==> src/rtl/anubis_pkg.sv <==
// rtl/anubis_pkg.sv - shared types, constants and GF(2^8) helper for the Anubis theta layer
package anubis_pkg;

  localparam logic [7:0] GF_POLY_LOW = 8'h1d;
  localparam int         WORDS       = 4;

  typedef logic [127:0] state_t;

  typedef enum logic [1:0] {
    IDLE,
    RUN,
    DONE
  } fsm_t;

  // Multiply by x in GF(2^8) modulo x^8+x^4+x^3+x^2+1
  function automatic logic [7:0] gf_xtime(input logic [7:0] b);
    return {b[6:0], 1'b0} ^ (b[7] ? GF_POLY_LOW : 8'h00);
  endfunction

endpackage

==> src/rtl/anubis_theta_col.sv <==
// rtl/anubis_theta_col.sv - combinational 32-bit column mixer (Anubis H matrix)
module anubis_theta_col
  import anubis_pkg::*;
(
  input  logic [31:0] col_in,
  output logic [31:0] col_out
);

  logic [7:0] b  [4];
  logic [7:0] m2 [4];
  logic [7:0] m4 [4];
  logic [7:0] m6 [4];

  // Per-byte multiples 2, 4 and 6, then the fixed H-matrix row combinations; b[0] is the MSB byte
  always_comb begin
    for (int i = 0; i < 4; i++) begin
      b[i]  = col_in[31-8*i -: 8];
      m2[i] = gf_xtime(b[i]);
      m4[i] = gf_xtime(m2[i]);
      m6[i] = m4[i] ^ m2[i];
    end
    col_out[31:24] = b[0]  ^ m2[1] ^ m4[2] ^ m6[3];
    col_out[23:16] = m2[0] ^ b[1]  ^ m6[2] ^ m4[3];
    col_out[15:8]  = m4[0] ^ m6[1] ^ b[2]  ^ m2[3];
    col_out[7:0]   = m6[0] ^ m4[1] ^ m2[2] ^ b[3];
  end

endmodule

==> src/rtl/anubis_theta_seq.sv <==
// rtl/anubis_theta_seq.sv - theta diffusion sequencer, LANES column mixers per cycle
module anubis_theta_seq
  import anubis_pkg::*;
#(
  parameter int LANES = 1
) (
  input  logic         clk,
  input  logic         rst,
  input  logic         in_valid,
  output logic         in_ready,
  input  logic [127:0] in_data,
  input  logic         in_bypass,
  output logic         out_valid,
  input  logic         out_ready,
  output logic [127:0] out_data,
  output logic         busy
);

  localparam int STEPS = (LANES > 0) ? (WORDS / LANES) : 1;
  localparam int CW    = (STEPS > 1) ? $clog2(STEPS) : 1;

  if (!(LANES == 1 || LANES == 2 || LANES == 4)) begin : g_lanes_check
    $fatal(1, "anubis_theta_seq: LANES must be 1, 2 or 4");
  end

  fsm_t          fsm_q;
  fsm_t          fsm_d;
  logic [CW-1:0] cnt_q;
  state_t        data_q;
  state_t        mixed;
  logic          accept;
  logic          last_step;

  logic [31:0] words       [WORDS];
  logic [31:0] words_mixed [WORDS];
  logic [1:0]  wsel        [LANES];
  logic [31:0] col_in      [LANES];
  logic [31:0] col_out     [LANES];

  assign accept    = in_valid && in_ready;
  assign last_step = (cnt_q == CW'(STEPS - 1));

  assign in_ready  = (fsm_q == IDLE);
  assign out_valid = (fsm_q == DONE);
  assign busy      = (fsm_q == RUN) || (fsm_q == DONE);
  assign out_data  = data_q;

  // Lane k handles word cnt*LANES+k of the current group
  for (genvar k = 0; k < LANES; k++) begin : g_lane
    assign wsel[k]   = 2'(int'(cnt_q) * LANES + k);
    assign col_in[k] = words[wsel[k]];
    anubis_theta_col u_col (
      .col_in  (col_in[k]),
      .col_out (col_out[k])
    );
  end

  // Unpack the state, splice the mixed group back in, repack
  always_comb begin
    for (int i = 0; i < WORDS; i++) begin
      words[i] = data_q[127-32*i -: 32];
    end
    for (int i = 0; i < WORDS; i++) begin
      words_mixed[i] = words[i];
    end
    for (int k = 0; k < LANES; k++) begin
      words_mixed[wsel[k]] = col_out[k];
    end
    mixed = {words_mixed[0], words_mixed[1], words_mixed[2], words_mixed[3]};
  end

  // Next-state logic: bypass goes straight to DONE, RUN leaves after the last group
  always_comb begin
    fsm_d = fsm_q;
    case (fsm_q)
      IDLE:    if (accept) fsm_d = in_bypass ? DONE : RUN;
      RUN:     if (last_step) fsm_d = DONE;
      DONE:    if (out_ready) fsm_d = IDLE;
      default: fsm_d = IDLE;
    endcase
  end

  // FSM state register
  always_ff @(posedge clk) begin
    if (rst) fsm_q <= IDLE;
    else     fsm_q <= fsm_d;
  end

  // State register and group counter; reset discards any partial result
  always_ff @(posedge clk) begin
    if (rst) begin
      data_q <= '0;
      cnt_q  <= '0;
    end else begin
      case (fsm_q)
        IDLE: begin
          if (accept) data_q <= in_data;
          cnt_q <= '0;
        end
        RUN: begin
          data_q <= mixed;
          cnt_q  <= last_step ? '0 : cnt_q + 1'b1;
        end
        default: ;
      endcase
    end
  end

endmodule

==> config.mk <==
export PLATFORM = sky130hd
export DESIGN_NAME = anubis_theta_seq
export DESIGN_NICKNAME = d
export VERILOG_FILES = /design/src/rtl/anubis_pkg.sv /design/src/rtl/anubis_theta_col.sv /design/src/rtl/anubis_theta_seq.sv
export SDC_FILE = /design/constraint.sdc
export NUM_CORES = 1
export LEC_CHECK = 0
export CAP_MARGIN = 25
export CORE_MARGIN = 3
export CORE_UTILIZATION = 35
export CTS_CLUSTER_SIZE = 30
export DETAILED_ROUTE_END_ITERATION = 10
export SYNTH_ARGS = -nofsm -noshare
export SYNTH_HDL_FRONTEND = slang
export SYNTH_SLANG_ARGS = --single-unit
==> constraint.sdc <==
create_clock -name clk -period 3.6 [get_ports clk]
set_clock_uncertainty 0.15 [all_clocks]
set_input_delay 1.08 -clock clk [delete_from_list [all_inputs] [get_ports clk]]
set_output_delay 1.08 -clock clk [all_outputs]
set_load 0.01 [all_outputs]
Word level (Yosys, flattened, before mapping)
Index checks and enable logic that the tools add are counted.
- register bits: 132
- input bits: 133
- output and inout bits: 131
- add/subtract/negate cells: 1
- magnitude comparators: 2
- eq/ne operators: 6
- multiplexer cells: 23
- bitwise operators: 25
- reduce and logical (&&, ||, !) cells: 7
- operators with widths (kind ; number):
    $pmux 128 s2 ; 1
    $xor 8x8->8 ; 24
    $bwmux 128 ; 1
    $mux 128 ; 1
    $mux 32 ; 3
    $bmux 32 s2 ; 1
    $demux 32 s2 ; 1
    $mux 5 ; 8
    $mux 2 ; 5
    $pmux 2 s3 ; 1
    $eq 2x2->1 const B ; 2
    $ne 2x1->1 const B ; 2
    $pmux 2 s2 ; 1
    $ge 3x3->1 const B ; 1
    $lt 3x1->1 const B ; 1
    $not 2->3 ; 1
    $reduce_and 3->1 ; 1
    $add 2x1->2 const B ; 1
    $eq 2x1->1 const B ; 1
    $logic_and 1x1->1 ; 2
    $logic_not 2->1 ; 1
    $ne 2x2->1 const B ; 1
    $reduce_and 2->1 ; 1
    $reduce_bool 2->1 ; 1
    $logic_or 1x1->1 ; 1

Logic depth before layout (Yosys ltp)
- depth in word-level cells: 14
- depth in mapped cells: 11

Modules after synthesis
From an unflattened synthesis, not the netlist that was laid out.
- cells, all modules: 777
- area total of the unflattened synthesis: 8067.7 µm²
- by module, submodules not included (module ; instances ; cells each ; area an instance (µm²) ; sequential area each (µm²)):
    anubis_theta_seq ; 1 ; 663 ; 6839.1 ; 2642.5
    anubis_theta_col ; 1 ; 114 ; 1228.7 ; 0.0

Least setup slack after synthesis
No wires, ideal clock.
- path kind: register -> register
- from: register cnt_q[1]
- to: register data_q[44] (netlist: out_data[44])
- setup time: 0.119 ns
- arrival: 2.481 ns
- required time: 3.331 ns
- setup slack: 0.850 ns
- stages on the path, launching flop included: 9
- buffers on the path: 3
- cell sequence: dfxtp_1 -> buf_6 -> buf_12 -> buf_12 -> mux4_2 -> xnor2_2 -> xnor2_4 -> xnor3_2 -> o221a_2
- longest elaborated chain between the ends: 13
- elaborated cells on any way between the ends: 25
- classes of those cells: order compare: 2; mux: 12; bitwise: 10; reduce/logical: 1
- ends and longest elaborated chain (item ; RTL line ; source):
    from (decl) ; anubis_theta_seq.sv:28 ; logic [CW-1:0] cnt_q;
    from (signal assigned) ; anubis_theta_seq.sv:102 ; cnt_q <= last_step ? '0 : cnt_q + 1'b1;
    $not 2->3 (implied by the code) * ; anubis_theta_seq.sv:51, anubis_theta_seq.sv:67 ;
    $bmux 32 s2 ; anubis_theta_seq.sv:51 ; assign col_in[k] = words[wsel[k]];
    $mux 32 (implied by the code) (2 in a row) ; anubis_theta_seq.sv:51 ;
    $mux 5 / $xor 8x8->8 (equally long branches) ; anubis_pkg.sv:17 ; return {b[6:0], 1'b0} ^ (b[7] ? GF_POLY_LOW : 8'h00);
    $xor 8x8->8 / $mux 5 (equally long branches) ; anubis_pkg.sv:17 ;
    $xor 8x8->8 ; anubis_pkg.sv:17 ;
    $xor 8x8->8 ; anubis_theta_col.sv:20 ; m6[i] = m4[i] ^ m2[i];
    $xor 8x8->8 (3 in a row) ; anubis_theta_col.sv:24 ; col_out[15:8] = m4[0] ^ m6[1] ^ b[2] ^ m2[3];
    $bwmux 128 * ; anubis_theta_seq.sv:67 ; words_mixed[wsel[k]] = col_out[k];
    $pmux 128 s2 * ; anubis_theta_seq.sv:95 ; case (fsm_q)
    to (signal assigned) ; anubis_theta_seq.sv:97 ; if (accept) data_q <= in_data;
    to (signal assigned) ; anubis_theta_seq.sv:101 ; data_q <= mixed;
    to (decl) ; anubis_theta_seq.sv:29 ; state_t data_q;
Mark *: on every way between the ends. The rest lies on a longest branch, timed or not. The select of a mux whose other input is x is not followed.
A chain may end at the register's enable or synchronous reset.

Worst setup path after layout
- from: register cnt_q[1]
- to: register data_q[42] (netlist: out_data[42])
- longest elaborated chain between the ends: 13
- elaborated cells on any way between the ends: 24
- classes of those cells: order compare: 2; mux: 11; bitwise: 10; reduce/logical: 1
- ends and longest elaborated chain (item ; RTL line):
    $not 2->3 (implied by the code) * ; anubis_theta_seq.sv:51, anubis_theta_seq.sv:67
    $bmux 32 s2 ; anubis_theta_seq.sv:51
    $mux 32 (implied by the code) (2 in a row) ; anubis_theta_seq.sv:51
    $xor 8x8->8 ; anubis_pkg.sv:17
    $mux 5 ; anubis_pkg.sv:17
    $xor 8x8->8 ; anubis_pkg.sv:17
    $xor 8x8->8 ; anubis_theta_col.sv:20
    $xor 8x8->8 (3 in a row) ; anubis_theta_col.sv:24
    $bwmux 128 * ; anubis_theta_seq.sv:67
    $pmux 128 s2 * ; anubis_theta_seq.sv:95
Marked as above.

==> results.yml <==
status:
  status: "completed"
worst_setup_path:
  rr_startpoint: "cnt_q[1]"
  path_max_fanout: 12
  worstSetupStartpointType: "flip-flop"
  reg2reg_to: "out_data[42]"
  end_kind: "flip-flop"
  r2r_slack_ns: 0.20
  crit_required_ns: 3.81
  crit_type: "reg -> reg"
  arrival_ns: 3.61
  ff2ff_path_depth: 6
drt:
  post-route-drc-count: 0
  drt.antenna.violating_nets: 0
  vias: 8033
  first_pass_iters: 5
  drtIter0Drc: 544
  wl_per_cell_um: 20.7
  drt_wl_total_mm: 31.2
  viasPerCell: 5.33
grt:
  first_global_vias: 7850
  grtUsageTotal: 0.234
  grt_antenna_before_repair: 0
  overflow: 0
  grt_max_degree: 133
  grt_pass1_wl_mm: 47.4
placement:
  port_buffers: 263
  pre_cts_slack_ns: 0.253
  place_hpwl_mm: 22.4
  place_area_mm2: 0.0114
  gp_congestion: 0.802
die:
  die-area_mm2: 0.0261
  core_mm2: 0.0236
  die_width_um: 162
  rows: 56
  start_util: 0.359
  ios: 264
  die_h_um: 162
layout:
  diodes: 0
  area_growth_pct: 42.2
  drive_above_1_share: 0.133
  fin_area_mm2: 0.0121
  nets: 1317
  nFillCells: 2233
timing:
  max_clock_freq_mhz: 294
  period_needed_ns: 3.40
  rsz0062_at_grt: "no"
  relSlewSlack: 0.284
  hold_violations: 0
  layout_worst_path_cycle_share: 0.945
  worst_pin_slew_ns: 1.07
  finalMaxSlewViolations: 0
  layout_setup_ws_ns: 0.199
  tns_ns: 0
  finalSetupViolations: 0
logic_synthesis:
  synth_fp_nets: 1093
  synth_mux_area_frac: 0.0887
  yosysUniqueCellTypes: 40
  synth-simple-area-share: 0.142
  synth-compound-area-share: 0.189
  yosysWarnings: 0
  seq_area_frac_synth: 0.312
  synth_xor_area_frac: 0.174
  yosys_register_bits: 132
  synth_top_family_by_area: "compound AO/OA/AOI/OAI gates"
  synth_area_mm2: 0.00848
  synthesis.instances: 953
  synth_fa_ha_area_frac: 0.0103
  syn_avg_cell_area_um2: 8.90
power_and_ir_drop:
  power_uw: 11700
  clkPwrFrac: 0.154
  p_leak_uw: 0.00497
  powerDensity_mw_per_mm2: 971
  max-vdd-ir-drop_v: 0.000733
  switchingPower_uw: 5020
  switching_share: 0.429
  combPwrFrac: 0.638
  seqPwrFrac: 0.207
  p_int_uw: 6690
clock_network:
  post_cts_resized: 0
  clk_latency_ns: 0.42
  htreeDepth: 4
  post-cts-setup-buffer-count: 0
  clkTransAtPathRegs_ns: 0.06
  clockBufferDepth: 2
  cts.sink_count: 132
  ctsHoldBuffers: 0
  cts_tree: "yes"
  cts-root-buf: "clkbuf_16"
  numCtsBuffers: 17
min_path:
  whs_endpoint: "fsm_q[0]"
  hold_path.startpoint: "fsm_q[0]"
  hold_path.class: "reg -> reg"
  hold_path_depth: 2
flow_run:
  max_cap_viol_count: 0
worst max path at each step:
stage              from           end  slack (ns)  cells after the start
2_1_floorplan  cnt_q[1]  out_data[44]        0.85                      8
3_3_place_gp   cnt_q[1]  out_data[42]        0.29                      6
3_5_place_dp   cnt_q[1]  out_data[42]        0.25                      6
4_1_cts        cnt_q[1]  out_data[42]        0.20                      6
5_1_grt        cnt_q[1]  out_data[42]        0.07                      6
6_report       cnt_q[1]  out_data[42]        0.20                      6
synth_stat cells:
master	n	area, µm²
xnor3_2	2	47.6
nor3_1	66	330
xnor2_1	25	219
buf_4	5	37.5
dlygate4sd1_1	1	8.76
xnor3_1	32	721
nand2_1	36	135
o221a_1	1	11.3
mux4_4	1	25.0
o221a_2	47	529
mux2i_1	1	10.0
inv_1	85	319
mux4_2	26	586
buf_6	3	33.8
nor2b_1	2	12.5
nand2b_1	2	12.5
xor2_2	1	16.3
mux4_1	5	131
xnor2_4	2	55.1
and2_1	1	6.26
xor3_1	4	95.1
xnor2_2	10	163
nand3_1	1	5.00
a311oi_1	18	158
a21o_1	12	90.1
inv_2	1	3.75
xor2_1	18	158
dfxtp_1	132	2640
ha_1	7	87.6
buf_12	2	40.0
a221oi_1	20	175
nand3b_1	1	7.51
a211oi_1	1	7.51
buf_2	5	25.0
a21oi_1	48	240
or2_2	1	6.26
o21ai_0	78	390
nor2_1	184	691
buf_1	2	7.51
clkbuf_1	64	240
critical path, stage by stage, from the launching register on:
cell and delay [ns]:
dfxtp_2 0.58, buf_4 0.30, mux4_1 0.63, xor2_1 0.45
xnor3_1 0.50, xnor2_1 0.43, o221a_2 0.29
stage by stage:
stage                     hold slack, ns  instances  utilization
after floorplan                    0.313        953            -
after global placement             0.332       1476        0.484
after detailed placement           0.338       1477        0.485
after CTS                          0.348       1508        0.511
after global routing               0.372       1508        0.511
final                              0.340       1508        0.511
placed cells by master (no fill, tap or decap), drive strengths merged:
cell / instances
or2: 1
mux2i: 1
nand3: 1
and2: 1
a311oi: 18
xnor2: 37
clkdlybuf4s50: 262
o221a: 48
a211oi: 1
nor2: 184
buf: 25
ha: 7
nor3: 66
nand3b: 1
nand2: 36
inv: 87
xnor3: 34
a21oi: 48
clkinv: 5
a221oi: 20
o21ai: 78
a21o: 12
clkinvlp: 3
bufinv: 3
nand2b: 2
dfxtp: 132
mux4: 32
xor2: 19
xor3: 4
nor2b: 2
clkbuf: 19
power by group through the flow:
stage | Combinational [µW] | Sequential, µW | Clock, µW
floorplan | 4550 | 2520 | 0
global placement | 7400 | 2460 | 0
detailed placement | 7450 | 2450 | 0
CTS | 7480 | 2420 | 1830
global route | 7950 | 2490 | 1890
finish | 7470 | 2430 | 1810
kinds of logic after synthesis:
group                      Yosys count
xor gates and xnor gates            94
and+or+nand+nor                    294
buffers and inverters              168
AOI/OAI and AO/OA                  225
DFF                                132
muxes                               33
adders and majority gates            7
flip-flops by register name (all words and copies together) (netlist names):
name,flops
out_data,128
cnt_q,2
fsm_q,2
metal layers:
metal / track usage / routed length, µm / up-vias
li1: - / - / 3786
met1: 0.315 / 13700 / 3898
met2: 0.376 / 14800 / 299
met3: 0.0495 / 1870 / 50
met4: 0.0834 / 825 / 0
met5: 0 / 0 / -
cell type report:
cell class / count / area [µm²] / share of cell area
multi-input cells: 653 / 5180 / 0.429
repair buffers: 287 / 2910 / 0.241
flip-flops and latches: 132 / 2650 / 0.219
clock buffers: 19 / 453 / 0.0376
well taps: 319 / 399 / 0.0331
inverters: 86 / 323 / 0.0268
clock inverters: 12 / 154 / 0.0128
(Power assumes the default switching activity.)
